## config.mk

```make
export PLATFORM = sky130hd
export DESIGN_NAME = mem_stage
export DESIGN_NICKNAME = d
export VERILOG_FILES = /design/src/rtl/mem_pkg.sv /design/src/rtl/mem_wb_lane_reg.sv /design/src/rtl/mem_stage.sv
export SDC_FILE = /design/constraint.sdc
export NUM_CORES = 1
export LEC_CHECK = 0
export CORE_MARGIN = 1
export CORE_UTILIZATION = 30
export DETAILED_ROUTE_END_ITERATION = 6
export GPL_TIMING_DRIVEN = 0
export HOLD_SLACK_MARGIN = 0.03
export MAX_ROUTING_LAYER = met4
export PLACE_DENSITY = 0.68
export SETUP_SLACK_MARGIN = 0.4
export SYNTH_ARGS = -nofsm -noshare
export SYNTH_HDL_FRONTEND = slang
export SYNTH_SLANG_ARGS = --single-unit
```

## constraint.sdc

```tcl
create_clock -name CLK -period 9.2 [get_ports CLK]
set_input_delay 1.38 -clock CLK [delete_from_list [all_inputs] [get_ports CLK]]
set_output_delay 1.38 -clock CLK [all_outputs]
set_load 0.03 [all_outputs]
```

## src/rtl/mem_pkg.sv

```systemverilog
// Shared definitions for the dual-lane memory-access stage: widths, FSM
// state encoding and the per-lane MEM/WB pipe-register bundle.
package mem_pkg;

    localparam int DATA_WIDTH = 32;
    localparam int ADDR_WIDTH = 32;
    localparam int REG_BITS   = 5;

    typedef enum logic [1:0] {
        IDLE = 2'd0,
        ACC1 = 2'd1,
        ACC2 = 2'd2,
        DONE = 2'd3
    } mem_state_e;

    typedef struct packed {
        logic [DATA_WIDTH-1:0] alu_result;
        logic [DATA_WIDTH-1:0] data_input;
        logic [REG_BITS-1:0]   write_register;
        logic                  mem_to_reg;
        logic                  do_writeback;
    } mem_wb_lane_t;

    // Sub-word accesses are not supported, so the byte offset is dropped.
    function automatic logic [ADDR_WIDTH-1:0] word_align(input logic [ADDR_WIDTH-1:0] addr);
        return {addr[ADDR_WIDTH-1:2], 2'b00};
    endfunction

endpackage

```

## src/rtl/mem_wb_lane_reg.sv

```systemverilog
// One lane of the MEM/WB pipe register; loads the lane bundle every cycle,
// or an all-zero bubble when bubble is high.
module mem_wb_lane_reg
    import mem_pkg::*;
(
    input  logic         clk,
    input  logic         rst,
    input  logic         bubble,
    input  mem_wb_lane_t lane_in,
    output mem_wb_lane_t lane_q
);

    mem_wb_lane_t lane_d;

    always_comb begin
        lane_d = lane_in;
        if (bubble) begin
            lane_d = '0;
        end
    end

    always_ff @(posedge clk or posedge rst) begin
        if (rst) begin
            lane_q <= '0;
        end else begin
            lane_q <= lane_d;
        end
    end

endmodule

```

## src/rtl/mem_stage.sv

```systemverilog
// Dual-lane memory-access stage: serialises lane 1 then lane 2 through one
// shared data-memory port and feeds the MEM/WB pipe register.
module mem_stage
    import mem_pkg::*;
(
    input  logic                  CLK,
    input  logic                  RESET,
    input  logic [DATA_WIDTH-1:0] aluResult1,
    input  logic [DATA_WIDTH-1:0] aluResult2,
    input  logic [DATA_WIDTH-1:0] storeData1,
    input  logic [DATA_WIDTH-1:0] storeData2,
    input  logic [REG_BITS-1:0]   writeRegister1,
    input  logic [REG_BITS-1:0]   writeRegister2,
    input  logic                  MemRead1,
    input  logic                  MemRead2,
    input  logic                  MemWrite1,
    input  logic                  MemWrite2,
    input  logic                  MemtoReg1,
    input  logic                  MemtoReg2,
    input  logic                  do_writeback1,
    input  logic                  do_writeback2,
    input  logic                  valid1,
    input  logic                  valid2,
    output logic                  stall,
    output logic                  dmem_req,
    output logic                  dmem_we,
    output logic [ADDR_WIDTH-1:0] dmem_addr,
    output logic [DATA_WIDTH-1:0] dmem_wdata,
    input  logic [DATA_WIDTH-1:0] dmem_rdata,
    input  logic                  dmem_ready,
    output logic [DATA_WIDTH-1:0] aluResult1_PR,
    output logic [DATA_WIDTH-1:0] aluResult2_PR,
    output logic [DATA_WIDTH-1:0] Data_input1_PR,
    output logic [DATA_WIDTH-1:0] Data_input2_PR,
    output logic [REG_BITS-1:0]   writeRegister1_PR,
    output logic [REG_BITS-1:0]   writeRegister2_PR,
    output logic                  MemtoReg1_PR,
    output logic                  MemtoReg2_PR,
    output logic                  do_writeback1_PR,
    output logic                  do_writeback2_PR,
    output mem_state_e            state_dbg
);

    // Memory handshake: dmem_req, dmem_we, dmem_addr and dmem_wdata stay
    // stable from the first request cycle until the cycle dmem_ready is high;
    // that cycle completes the access and dmem_rdata is sampled in it.
    // dmem_ready without dmem_req is ignored.

    mem_state_e            state_q, state_d;
    logic [DATA_WIDTH-1:0] buf1_q, buf1_d;
    logic [DATA_WIDTH-1:0] buf2_q, buf2_d;
    logic                  need1, need2;
    mem_wb_lane_t          lane1_in, lane2_in;
    mem_wb_lane_t          lane1_q, lane2_q;

    assign need1     = valid1 & (MemRead1 | MemWrite1);
    assign need2     = valid2 & (MemRead2 | MemWrite2);
    assign state_dbg = state_q;

    always_ff @(posedge CLK or posedge RESET) begin
        if (RESET) begin
            state_q <= IDLE;
        end else begin
            state_q <= state_d;
        end
    end

    always_comb begin
        state_d = state_q;
        case (state_q)
            IDLE: begin
                if (need1) begin
                    state_d = ACC1;
                end else if (need2) begin
                    state_d = ACC2;
                end
            end
            ACC1: begin
                if (dmem_ready) begin
                    state_d = need2 ? ACC2 : DONE;
                end
            end
            ACC2: begin
                if (dmem_ready) begin
                    state_d = DONE;
                end
            end
            DONE:    state_d = IDLE;
            default: state_d = IDLE;
        endcase
    end

    always_comb begin
        stall      = 1'b0;
        dmem_req   = 1'b0;
        dmem_we    = 1'b0;
        dmem_addr  = '0;
        dmem_wdata = '0;
        case (state_q)
            IDLE: stall = need1 | need2;
            ACC1: begin
                stall      = 1'b1;
                dmem_req   = 1'b1;
                dmem_we    = MemWrite1;
                dmem_addr  = word_align(aluResult1[ADDR_WIDTH-1:0]);
                dmem_wdata = storeData1;
            end
            ACC2: begin
                stall      = 1'b1;
                dmem_req   = 1'b1;
                dmem_we    = MemWrite2;
                dmem_addr  = word_align(aluResult2[ADDR_WIDTH-1:0]);
                dmem_wdata = storeData2;
            end
            default: ;
        endcase
    end

    // A store also clears its buffer so no stale load data reaches write-back.
    always_comb begin
        buf1_d = buf1_q;
        buf2_d = buf2_q;
        if (state_q == ACC1 && dmem_ready) begin
            buf1_d = MemWrite1 ? '0 : dmem_rdata;
        end
        if (state_q == ACC2 && dmem_ready) begin
            buf2_d = MemWrite2 ? '0 : dmem_rdata;
        end
    end

    always_ff @(posedge CLK or posedge RESET) begin
        if (RESET) begin
            buf1_q <= '0;
            buf2_q <= '0;
        end else begin
            buf1_q <= buf1_d;
            buf2_q <= buf2_d;
        end
    end

    always_comb begin
        lane1_in.alu_result     = aluResult1;
        lane1_in.data_input     = (state_q == DONE && need1) ? buf1_q : '0;
        lane1_in.write_register = writeRegister1;
        lane1_in.mem_to_reg     = MemtoReg1;
        lane1_in.do_writeback   = do_writeback1 & valid1;
        lane2_in.alu_result     = aluResult2;
        lane2_in.data_input     = (state_q == DONE && need2) ? buf2_q : '0;
        lane2_in.write_register = writeRegister2;
        lane2_in.mem_to_reg     = MemtoReg2;
        lane2_in.do_writeback   = do_writeback2 & valid2;
    end

    // The pipe register takes a bubble exactly while upstream is stalled.
    mem_wb_lane_reg u_lane1 (
        .clk     (CLK),
        .rst     (RESET),
        .bubble  (stall),
        .lane_in (lane1_in),
        .lane_q  (lane1_q)
    );

    mem_wb_lane_reg u_lane2 (
        .clk     (CLK),
        .rst     (RESET),
        .bubble  (stall),
        .lane_in (lane2_in),
        .lane_q  (lane2_q)
    );

    assign aluResult1_PR     = lane1_q.alu_result;
    assign Data_input1_PR    = lane1_q.data_input;
    assign writeRegister1_PR = lane1_q.write_register;
    assign MemtoReg1_PR      = lane1_q.mem_to_reg;
    assign do_writeback1_PR  = lane1_q.do_writeback;
    assign aluResult2_PR     = lane2_q.alu_result;
    assign Data_input2_PR    = lane2_q.data_input;
    assign writeRegister2_PR = lane2_q.write_register;
    assign MemtoReg2_PR      = lane2_q.mem_to_reg;
    assign do_writeback2_PR  = lane2_q.do_writeback;

endmodule
```

=== Word level (Yosys, flattened, before mapping) ===
Cells that the tools add are included.

* Register bits after elaboration: 208
* Bits of input ports: 183
* Output and inout bits: 211
* Word-level logic and storage cells: 50

* Equal/unequal tests: 6
* Mux-type cells: 17
* Bitwise operators: 7
* Reduce and logical (&&, ||, !) cells: 7

{| class="wikitable"
|+ Operator list
! operator !! count
|-
| 2-to-1 mux 71 bit || 2
|-
| 2-to-1 mux 32 bit || 4
|-
| one-hot mux 32 bit (2 select lines) || 2
|-
| 2-to-1 mux 2 bit || 4
|-
| one-hot mux 2 bit (4 select lines) || 1
|-
| bitwise AND 1 bit || 4
|-
| equality test 2 bit, second input constant || 2
|-
| logical AND 1 bit || 4
|-
| != test 2 bit, second input constant || 2
|-
| one-hot mux 1 bit (2 select lines) || 2
|-
| != test 3 bit, second input constant || 1
|-
| OR 1 bit || 3
|-
| AND reduction 3 bit || 1
|-
| equality test 2 x 1 -> 1 bit, second input constant || 1
|-
| logical NOT 2 bit || 1
|-
| 2-to-1 mux 1 bit || 2
|-
| OR reduction 2 bit || 1
|}

=== Longest topological paths before layout ===
Gate-level depths: netlist of the first run.

* Depth after elaboration: 5
* Mapped depth: 7
* Gate-level depth less buffers: 5

=== Cells and area by module ===
Synthesis of the first run repeated with hierarchy kept, for this count alone.

* Cells, all modules: 829
* Area, all modules: 8748.4 µm²

{| class="wikitable"
|+ By module, submodules not included
! module !! instances !! cells an instance !! area an instance (µm²) !! seq. area each (µm²)
|-
| mem_wb_lane_reg || 2 || 150 || 2259.7 || 1776.7
|-
| mem_stage || 1 || 529 || 4229.1 || 1651.6
|}

=== Worst setup path after synthesis of the first run ===
OpenSTA, ideal clock, no wires.

* Path kind: input-to-output
* Start: in MemWrite1
* End: out stall
* Data arrival time: 2.283 ns
* Data required time: 7.820 ns
* Setup slack: 5.537 ns
* Cell stages on the path: 4
* Path buffers: 1
* Cells stage by stage: buf_2 o21a_1 o21ai_0 a21oi_1

* Longest elaborated chain between the ends: 4

{| class="wikitable"
|+ Ends and longest elaborated chain
! element !! line !! RTL
|-
| from (decl) || mem_stage.sv:16 || <nowiki>input logic MemWrite1,</nowiki>
|-
| OR 1 bit || mem_stage.sv:56 || <nowiki>assign need1 = valid1 & (MemRead1 | MemWrite1);</nowiki>
|-
| bitwise AND 1 bit || mem_stage.sv:56 ||
|-
| OR 1 bit || mem_stage.sv:100 || <nowiki>IDLE: stall = need1 | need2;</nowiki>
|-
| one-hot mux 1 bit (2 select lines) || mem_stage.sv:99 || <nowiki>case (state_q)</nowiki>
|-
| to (decl) || mem_stage.sv:24 || <nowiki>output logic stall,</nowiki>
|}

No other way between the ends.

=== Worst setup path after layout of the first run ===
* Start: reg state_q[0] (netlist: state_dbg[0])
* End: out dmem_addr[30]

* Longest elaborated chain between the ends: 2
* Elaborated cells on any way between the ends: 3
* Classes of those cells: eq/ne (2); mux (1)

{| class="wikitable"
|+ Ends and longest elaborated chain
! element !! line !! RTL
|-
| from (decl) || mem_stage.sv:49 || <nowiki>mem_state_e state_q, state_d;</nowiki>
|-
| from (signal assigned) || mem_stage.sv:64 || <nowiki>state_q <= state_d;</nowiki>
|-
| equality test 2 bit / equality test 2 x 1 -> 1 bit (equally long branches) || mem_stage.sv:99 ||
|-
| one-hot mux 32 bit (2 select lines) (*) || mem_stage.sv:99 ||
|-
| to (decl) || mem_stage.sv:27 || <nowiki>output logic [ADDR_WIDTH-1:0] dmem_addr,</nowiki>
|}

Every way passes the cells marked *; elsewhere a longest branch is shown, timed or not.

==> impl_metrics.env, run 1 <==
export IMPL_cts_tree="yes"
export IMPL_cts_buffer_depth=3
export IMPL_path_class="flip-flop to output port"
export IMPL_drive_above_1_share_pct=5.56
export IMPL_worstPathArrival_ps=3380
export IMPL_tns_ps=0
export IMPL_grt_pass1_wl_um=43200
export IMPL_place_hpwl_um=21700
export IMPL_cp_data_required_time_ps=7820
export IMPL_synth_warnings=0
export IMPL_cpPeakStageDelay_ps=640
export IMPL_setup_viol=0
export IMPL_mappedNetlistArea_um2=8360
export IMPL_start_util_pct=30.8
export IMPL_clk_insertion_delay_late_ps=520
export IMPL_crit_chain="inv_1, ha_1, inv_1, clkbuf_1, clkbuf_1, nor2_1, clkdlybuf4s50_1"
export IMPL_rsz0062_at_grt="no"
export IMPL_synth_seq_area_share_pct=62.3
export IMPL_post_place_cells=1532
export IMPL_crit_cells=7
export IMPL_h_tree_depth=1
export IMPL_place_congestion=0.864
export IMPL_cts_resized_gates=0
export IMPL_cap_violations=0
export IMPL_ios=394
export IMPL_fin_cells=1577
export IMPL_postRouteAntennaNets=0
export IMPL_critPathBufInv=5
export IMPL_routed_wirelength_um=29200
export IMPL_clkTransAtPathRegs_ps=60
export IMPL_dp_slack_ps=4610
export IMPL_track_usage_pct=20.6
export IMPL_ys_ff_latch=208
export IMPL_synth_async_reset_ratio_pct=100
export IMPL_worst_slew_pin_slew_ps=718
export IMPL_fin_area_um2=13500
export IMPL_endpoint_kind="output port"
export IMPL_hold_slack_ps=465
export IMPL_ys_flop_type="dfrtp_1"
export IMPL_nets=1375
export IMPL_fmax_ghz=0.210
export IMPL_power_mw=4.67
export IMPL_fin_skew_ps=26.0
export IMPL_reg2reg_depth=6
export IMPL_dieArea_um2=28500
export IMPL_ys_types=34
export IMPL_numPortBuffers=389
export IMPL_wl_per_cell_um=18.5
export IMPL_syn_inst=769
export IMPL_grt_max_degree=128
export IMPL_routed_via_density=4.52
export IMPL_synth_edf_count=0
export IMPL_cpMaxStageDelayCell="clkdlybuf4s50_1"
export IMPL_finalCritPeriodShare_pct=51.7
export IMPL_synthToLayoutAreaGrowth_pct=61.9
export IMPL_outcome="completed"
export IMPL_final_core_util_pct=49.8
export IMPL_die_w_um=169
export IMPL_num_rows=60
export IMPL_cellPowerDensity_nw_per_um2=345
export IMPL_cp_start_kind="flip-flop"
export IMPL_gr_total_overflow=0
export IMPL_avgSynthCellArea_um2=10.9
export IMPL_ctsHoldBuffers=0
export IMPL_fin_ws_ps=4440
export IMPL_final_cell_mix="clkdlybuf4s50_1, dfrtp_1, and3_1, nand2_1"
export IMPL_dr_pass1_iters=5
export IMPL_antenna_found_initial=1
export IMPL_ir_worst_vdd_uv=232
export IMPL_numClockSinks=208
export IMPL_drc_errors=0
export IMPL_hold_class="flip-flop to flip-flop"
export IMPL_grt_pass1_vias=7493
export IMPL_drv_slew=0
export IMPL_num_fill_cells=2567
export IMPL_relSlewSlack_pct=52.1
export IMPL_die_y_um=169
export IMPL_dpl_cell_area_um2=12800
export IMPL_crit_path_max_fanout=10
export IMPL_numCtsBuffers=24
export IMPL_final_common_cell="clkdlybuf4s50_1"
export IMPL_hold_viol_final=0
export IMPL_period_needed_ps=4760
export IMPL_root_buffer="clkbuf_16"
export IMPL_cts_setup_buffers=0
export IMPL_drtIter0Drc=409
export IMPL_critical_path_top_delay_family="buffers and inverters"
export IMPL_hold_depth=1
export IMPL_leakage_nw=6.05
export IMPL_core_region_area_um2=27200
export IMPL_route_vias_total=7128
-- power breakdown --
group	internal, mW	switching (mW)	leakage [nW]	total [mW]
Clock	0.535	0.388	0.375	0.923
Sequential	1.21	0.104	2.75	1.31
Combinational	0.912	1.52	2.92	2.43
Total	2.65	2.01	6.05	4.67
-- synth_stat cells (2+ instances only) --
master | count | share of area [%]
and4_1 | 2 | 0.21
inv_1 | 5 | 0.22
nor3b_2 | 2 | 0.30
clkbuf_1 | 34 | 1.5
o21ai_1 | 2 | 0.12
buf_2 | 3 | 0.18
buf_6 | 4 | 0.54
o21ai_0 | 65 | 3.9
a21oi_1 | 2 | 0.12
ha_1 | 6 | 0.90
and3_1 | 76 | 5.7
dfrtp_1 | 208 | 62
nand2b_1 | 65 | 4.9
buf_1 | 11 | 0.49
and2_1 | 64 | 4.8
nor2_1 | 64 | 2.9
nand2_1 | 66 | 3.0
clkbuf_2 | 11 | 0.66
buf_4 | 2 | 0.18
a22oi_1 | 63 | 5.7
-- logic make-up after synthesis --
| family | share of synthesized area [%] |
|---|---|
| compound gates | 11.0 |
| fa+ha+maj | 0.898 |
| buf+inv | 3.80 |
| flops | 62.3 |
| mux | 0.135 |
| other cells | 0.0449 |
| simple gates | 21.9 |
-- flip-flops by register name (all words and copies together), names as in the netlist --
signal          flops
u_lane2.lane_q     71
u_lane1.lane_q     71
buf2_q             32
state_dbg           2
buf1_q             32
-- worst paths after layout --
kind | startpoint | to | slack, ps
max | state_dbg[0] | dmem_addr[30] | 4440
min reg2reg | buf1_q[31] | u_lane1.lane_q[38] | 460
max in group asynchronous | RESET | buf2_q[20] | 6850
min in group asynchronous | RESET | u_lane1.lane_q[3] | 1330
max reg2reg | state_dbg[0] | u_lane1.lane_q[29] | 6980
min | buf1_q[31] | u_lane1.lane_q[38] | 460
-- worst register-to-register path, stage by stage (launching register included) --
cell and delay, ps:
dfrtp_1 450, inv_1 110, ha_1 370, o21ba_1 230, nor3b_2 470, clkbuf_2 340, and2_1 190
-- routing by layer --
| layer | vias up | global-route usage [%] | share of wire, % |
|---|---|---|---|
| li1 | 3417 | - | - |
| met1 | 3386 | 23.6 | 39 |
| met3 | 45 | 4.44 | 6.9 |
| met2 | 280 | 36.6 | 52 |
| met4 | 0 | 5.14 | 1.9 |
| met5 | - | - | 0 |
-- cell type report --
type	instances	area, µm²	area share (%)
timing repair buffer	390	3920	29.0
antenna	1	2.50	0.0185
inverter	5	26.3	0.194
clock buffer	36	706	5.21
clock inverter	8	70.1	0.518
tap	372	465	3.44
sequential	208	5200	38.5
buffer	65	299	2.21
multi-input combinational	492	2840	21.0
(Power assumes the default switching activity.)
==> inputs of run 2 (changes only) <==
PLACE_DENSITY = 0.7   (was 0.68)
clock period = 3.8 ns   (was 9.2 ns; I/O delays follow)
==> run 2 against run 1 <==
Against the previous run: clock power is 150% higher; sequential power is 140% higher; global-route usage is 0.25 points higher; first-iteration DRC count is 3.2% lower; die area stayed put.
==> impl_metrics.env, run 2 (same netlist as run 1, synthesis figures left out) <==
export IMPL_outcome="completed"
export IMPL_clk_insertion_delay_late_ps=500
export IMPL_hold_depth=3
export IMPL_gr_total_overflow=0
export IMPL_p_clk_share_pct=20.5
export IMPL_wirelength_met1_um=11000
export IMPL_seqPwrFrac_pct=28.5
export IMPL_ios=394
export IMPL_drc_errors=0
export IMPL_final_core_util_pct=49.9
export IMPL_fin_cells=1576
export IMPL_grt_max_degree=47
export IMPL_core_region_area_um2=27200
export IMPL_fin_area_um2=13600
export IMPL_die_y_um=169
export IMPL_finalCritPeriodShare_pct=85.8
export IMPL_crit_path_max_fanout=10
export IMPL_dp_slack_ps=361
export IMPL_cellPowerDensity_nw_per_um2=821
export IMPL_worst_slew_pin_slew_ps=592
export IMPL_num_fill_cells=2554
export IMPL_numClockSinks=208
export IMPL_routed_wl_met3_um=2040
export IMPL_relSlewSlack_pct=60.5
export IMPL_fin_skew_ps=9.20
export IMPL_leakage_nw=6.43
export IMPL_layout_area_seq_um2=5200
export IMPL_critPathBufInv=5
export IMPL_wl_per_cell_um=18.5
export IMPL_switching_power_mw=4.79
export IMPL_endpoint_kind="output port"
export IMPL_clkTransAtPathRegs_ps=60
export IMPL_path_class="flip-flop to output port"
export IMPL_cp_data_required_time_ps=3230
export IMPL_rsz0062_at_grt="yes"
export IMPL_top_layer_used="met4"
export IMPL_wl_met2_um=15500
export IMPL_dpl_cell_area_um2=12800
export IMPL_min_to="buf2_q[28]"
export IMPL_cpPeakStageDelay_ps=470
export IMPL_synthToLayoutAreaGrowth_pct=62.3
export IMPL_top_regs="u_lane1.lane_q (71), u_lane2.lane_q (71)"
export IMPL_postRouteAntennaNets=0
export IMPL_critical_path_top_delay_family="buffers and inverters"
export IMPL_rrSetupSlack_ps=1580
export IMPL_place_congestion=0.853
export IMPL_dr_pass1_iters=5
export IMPL_fmax_ghz=0.307
export IMPL_cts_tree="yes"
export IMPL_die_w_um=169
export IMPL_final_common_cell="clkdlybuf4s50_1"
export IMPL_root_buffer="clkbuf_16"
export IMPL_setup_viol=0
export IMPL_p_int_mw=6.35
export IMPL_period_needed_ps=3260
export IMPL_worstPathArrival_ps=2690
export IMPL_final_cell_mix="clkdlybuf4s50_1, dfrtp_1, and3_1, nand2_1"
export IMPL_combPwrFrac_pct=51.0
export IMPL_r2r_start="state_dbg[0]"
export IMPL_crit_chain="inv_1, ha_1, inv_1, clkbuf_2, clkbuf_2, nor2_1, clkdlybuf4s15_1"
export IMPL_drive_above_1_share_pct=7.81
export IMPL_cts_buffer_depth=3
export IMPL_hold_class="input pin to flip-flop"
export IMPL_multi_input_area_um2=2840
export IMPL_tns_ps=0
export IMPL_nets=1378
export IMPL_power_mw=11.1
export IMPL_place_hpwl_um=22200
export IMPL_swShare_pct=43.0
export IMPL_h_tree_depth=1
export IMPL_drtIter0Drc=396
export IMPL_grt_pass1_wl_um=44100
export IMPL_dieArea_um2=28500
export IMPL_timing_rr_end="u_lane1.lane_q[33]"
export IMPL_ir_worst_vdd_uv=450
export IMPL_ctsHoldBuffers=0
export IMPL_antenna_found_initial=1
export IMPL_track_usage_pct=20.9
export IMPL_cpMaxStageDelayCell="dfrtp_1"
export IMPL_route_vias_total=7228
export IMPL_routed_via_density=4.59
export IMPL_post_place_cells=1536
export IMPL_num_rows=60
export IMPL_grt_pass1_vias=7699
export IMPL_routed_wirelength_um=29100
export IMPL_drv_slew=0
export IMPL_fin_ws_ps=541
export IMPL_cp_start_kind="flip-flop"
export IMPL_hold_viol_final=0
export IMPL_hp_start="MemWrite2"
export IMPL_numCtsBuffers=23
export IMPL_reg2reg_depth=6
export IMPL_start_util_pct=30.8
export IMPL_cap_violations=0
export IMPL_hold_slack_ps=392
export IMPL_numPortBuffers=389
run 2: power groups by stage:
stage / Sequential, mW / Combinational [mW] / Clock (mW)
2_1_floorplan: 3.98 / 2.52 / 0
3_3_place_gp: 3.20 / 5.84 / 0
3_5_place_dp: 3.22 / 5.89 / 0
4_1_cts: 3.18 / 5.74 / 2.33
5_1_grt: 3.25 / 6.09 / 2.43
6_report: 3.18 / 5.68 / 2.28
run 2: timing repair:
item / in CTS / in global routing
resized for setup: 80 / 17
setup endpoints to repair: 64 / 14
buffers inserted: 0 / 0
run 2: how the worst max path moves through the flow:
| stage | from | to | slack [ps] | cells after the start |
|---|---|---|---|---|
| floorplan | RESET | buf1_q[0] | 530 | 1 |
| global placement | RESET | u_lane1.lane_q[33] | -1040 | 2 |
| detailed placement | state_dbg[0] | dmem_addr[18] | 360 | 7 |
| CTS | state_dbg[0] | dmem_wdata[0] | 230 | 7 |
| global route | state_dbg[0] | dmem_addr[22] | 390 | 7 |
| finish | state_dbg[0] | dmem_wdata[21] | 540 | 7 |
run 2: area by class of cell:
| class | count | area share [%] |
|---|---|---|
| Multi-Input combinational cell | 492 | 20.9 |
| Timing Repair Buffer | 394 | 29.0 |
| Sequential cell | 208 | 38.4 |
| Buffer | 65 | 2.42 |
| Antenna cell | 1 | 0.0184 |
| Tap cell | 372 | 3.43 |
| Clock buffer | 27 | 4.65 |
| Clock inverter | 12 | 1.04 |
| Inverter | 5 | 0.166 |
run 2: layer usage:
layer  track usage, %  vias to the layer above
met1             23.0                     3478
met5                -                        -
met2             37.9                      283
li1                 -                     3415
met3             4.70                       52
met4             5.26                        0
run 2: worst register-to-register path, stage by stage, from the launching register on:
cell	delay [ps]
dfrtp_1	470
inv_1	120
ha_1	370
o21ba_1	230
nor3b_2	430
clkbuf_2	330
and2_1	190
==> inputs of run 3 (changes only) <==
CORE_UTILIZATION = 37   (was 30)
PLACE_DENSITY = 0.82   (was 0.7)
==> run 3 against run 2 <==
Against the previous run: the run now ends with design-rule violations left; clock skew shrank 2.9 ps; clock-buffer cell count is 3 higher; sequential share of layout area grew 0.44 points; global-route usage up 4.5 points; via count grew 2.3%; die area shrank 19%; largest cell class unchanged; largest power group unchanged.
==> impl_metrics.env, run 3 (same netlist as run 1, synthesis figures left out) <==
export IMPL_fin_skew_ps=6.34
export IMPL_cp_start_kind="flip-flop"
export IMPL_path_class="flip-flop to output port"
export IMPL_setup_viol=0
export IMPL_die_w_um=152
export IMPL_leakage_nw=6.42
export IMPL_hold_class="input pin to flip-flop"
export IMPL_outcome="finished with violations"
export IMPL_power_mw=11.0
export IMPL_cts_buffer_depth=3
export IMPL_h_tree_depth=1
export IMPL_combPwrFrac_pct=51.5
export IMPL_seqPwrFrac_pct=28.8
export IMPL_cellPowerDensity_nw_per_um2=824
export IMPL_routed_via_density=4.98
export IMPL_numCtsBuffers=22
export IMPL_clkTransAtPathRegs_ps=60
export IMPL_place_hpwl_um=21900
export IMPL_grt_pass1_wl_um=44200
export IMPL_start_util_pct=38.1
export IMPL_violations="design-rule violations"
export IMPL_clk_insertion_delay_late_ps=500
export IMPL_dpl_cell_area_um2=12700
export IMPL_nets=1377
export IMPL_final_core_util_pct=61.1
export IMPL_num_fill_cells=1769
export IMPL_dieArea_um2=23200
export IMPL_wirelength_met1_um=10600
export IMPL_dr_pass1_iters=7
export IMPL_cts_setup_buffers=0
export IMPL_p_int_mw=6.26
export IMPL_track_usage_pct=25.4
export IMPL_multi_input_area_um2=2840
export IMPL_top_regs="u_lane1.lane_q (71), u_lane2.lane_q (71)"
export IMPL_hold_viol_final=0
export IMPL_crit_path_max_fanout=10
export IMPL_place_congestion=0.858
export IMPL_fmax_ghz=0.305
export IMPL_synthToLayoutAreaGrowth_pct=60.4
export IMPL_numClockSinks=208
export IMPL_worstPathArrival_ps=2710
export IMPL_fin_area_um2=13400
export IMPL_numPortBuffers=389
export IMPL_switching_power_mw=4.78
export IMPL_top_layer_used="met4"
export IMPL_ir_worst_vdd_uv=502
export IMPL_grt_pass1_vias=7819
export IMPL_drive_above_1_share_pct=7.64
export IMPL_drc_errors=14
export IMPL_cap_violations=0
export IMPL_grt_max_degree=46
export IMPL_cts_tree="yes"
export IMPL_relSlewSlack_pct=50.9
export IMPL_ios=394
export IMPL_wl_met2_um=15100
export IMPL_rsz0062_at_grt="no"
export IMPL_gr_total_overflow=0
export IMPL_worst_slew_pin_slew_ps=735
export IMPL_routed_wl_met3_um=2050
export IMPL_die_y_um=152
export IMPL_endpoint_kind="output port"
export IMPL_core_region_area_um2=22000
export IMPL_layout_area_seq_um2=5200
export IMPL_final_cell_mix="clkdlybuf4s50_1, dfrtp_1, and3_1, nand2_1"
export IMPL_routed_wirelength_um=28600
export IMPL_wl_per_cell_um=19.3
export IMPL_postRouteAntennaNets=0
export IMPL_route_vias_total=7397
export IMPL_period_needed_ps=3280
export IMPL_antenna_found_initial=1
export IMPL_num_rows=54
export IMPL_drv_slew=0
export IMPL_drtIter0Drc=365
export IMPL_final_common_cell="clkdlybuf4s50_1"
export IMPL_finalCritPeriodShare_pct=86.3
export IMPL_cp_data_required_time_ps=3230
export IMPL_swShare_pct=43.3
export IMPL_root_buffer="clkbuf_16"
export IMPL_p_clk_share_pct=19.7
==> run 3: path summary, 6_finish.rpt <==
path	startpoint	to	slack [ps]	depth (start not counted)
max	state_dbg[0]	dmem_wdata[17]	520	7
min	MemWrite2	buf2_q[29]	380	3
max reg2reg	state_dbg[0]	u_lane1.lane_q[23]	1610	6
min reg2reg	buf2_q[20]	buf2_q[20]	470	2
max in group asynchronous	RESET	buf2_q[19]	2350	4
min in group asynchronous	RESET	u_lane2.lane_q[5]	540	2
==> run 3: what timing repair did <==
item                       in CTS  in global routing
gates cloned                    0                  0
setup endpoints to repair      64                 13
hold buffers                    0                  0
pin swaps                       0                  0
resized for setup              80                 17
==> run 3: routing by layer <==
| metal | track usage, % | vias up |
|---|---|---|
| met5 | - | - |
| met4 | 8.16 | 0 |
| met3 | 5.80 | 63 |
| met2 | 45.1 | 316 |
| met1 | 28.2 | 3595 |
| li1 | - | 3423 |
==> run 3: worst max-delay path: stages (launching register included) <==
cell and delay (ps):
dfrtp_1 470, inv_1 130, ha_1 380, inv_1 80, clkbuf_2 240, clkbuf_2 250
nor2_1 210, dlygate4sd2_1 440
==> run 3: layout make-up <==
type	count	area share [%]
clock inverters	10	0.793
plain buffers	65	2.44
flip-flops and latches	208	38.8
repair buffers	394	29.2
multi-input cells	492	21.2
inverters	5	0.168
well taps	280	2.61
clock buffers	30	4.71
diodes	1	0.0187
==> run 3: power groups by stage <==
stage                     logic (mW)  clock network, mW  registers [mW]
after floorplan                 2.52                  0            3.98
after global placement          5.76                  0            3.19
after detailed placement        5.86                  0            3.22
after CTS                       5.71               2.20            3.19
after global routing            6.04               2.31            3.26
final                           5.69               2.18            3.18
==> run 3: stage by stage <==
stage,instances,setup slack [ps],hold slack [ps],TNS [ps]
after floorplan,770,530,442,0
after global placement,1439,-937,452,-190550
after detailed placement,1444,374,463,0
after CTS,1484,264,378,0
after global routing,1485,403,398,0
final,1485,520,383,0
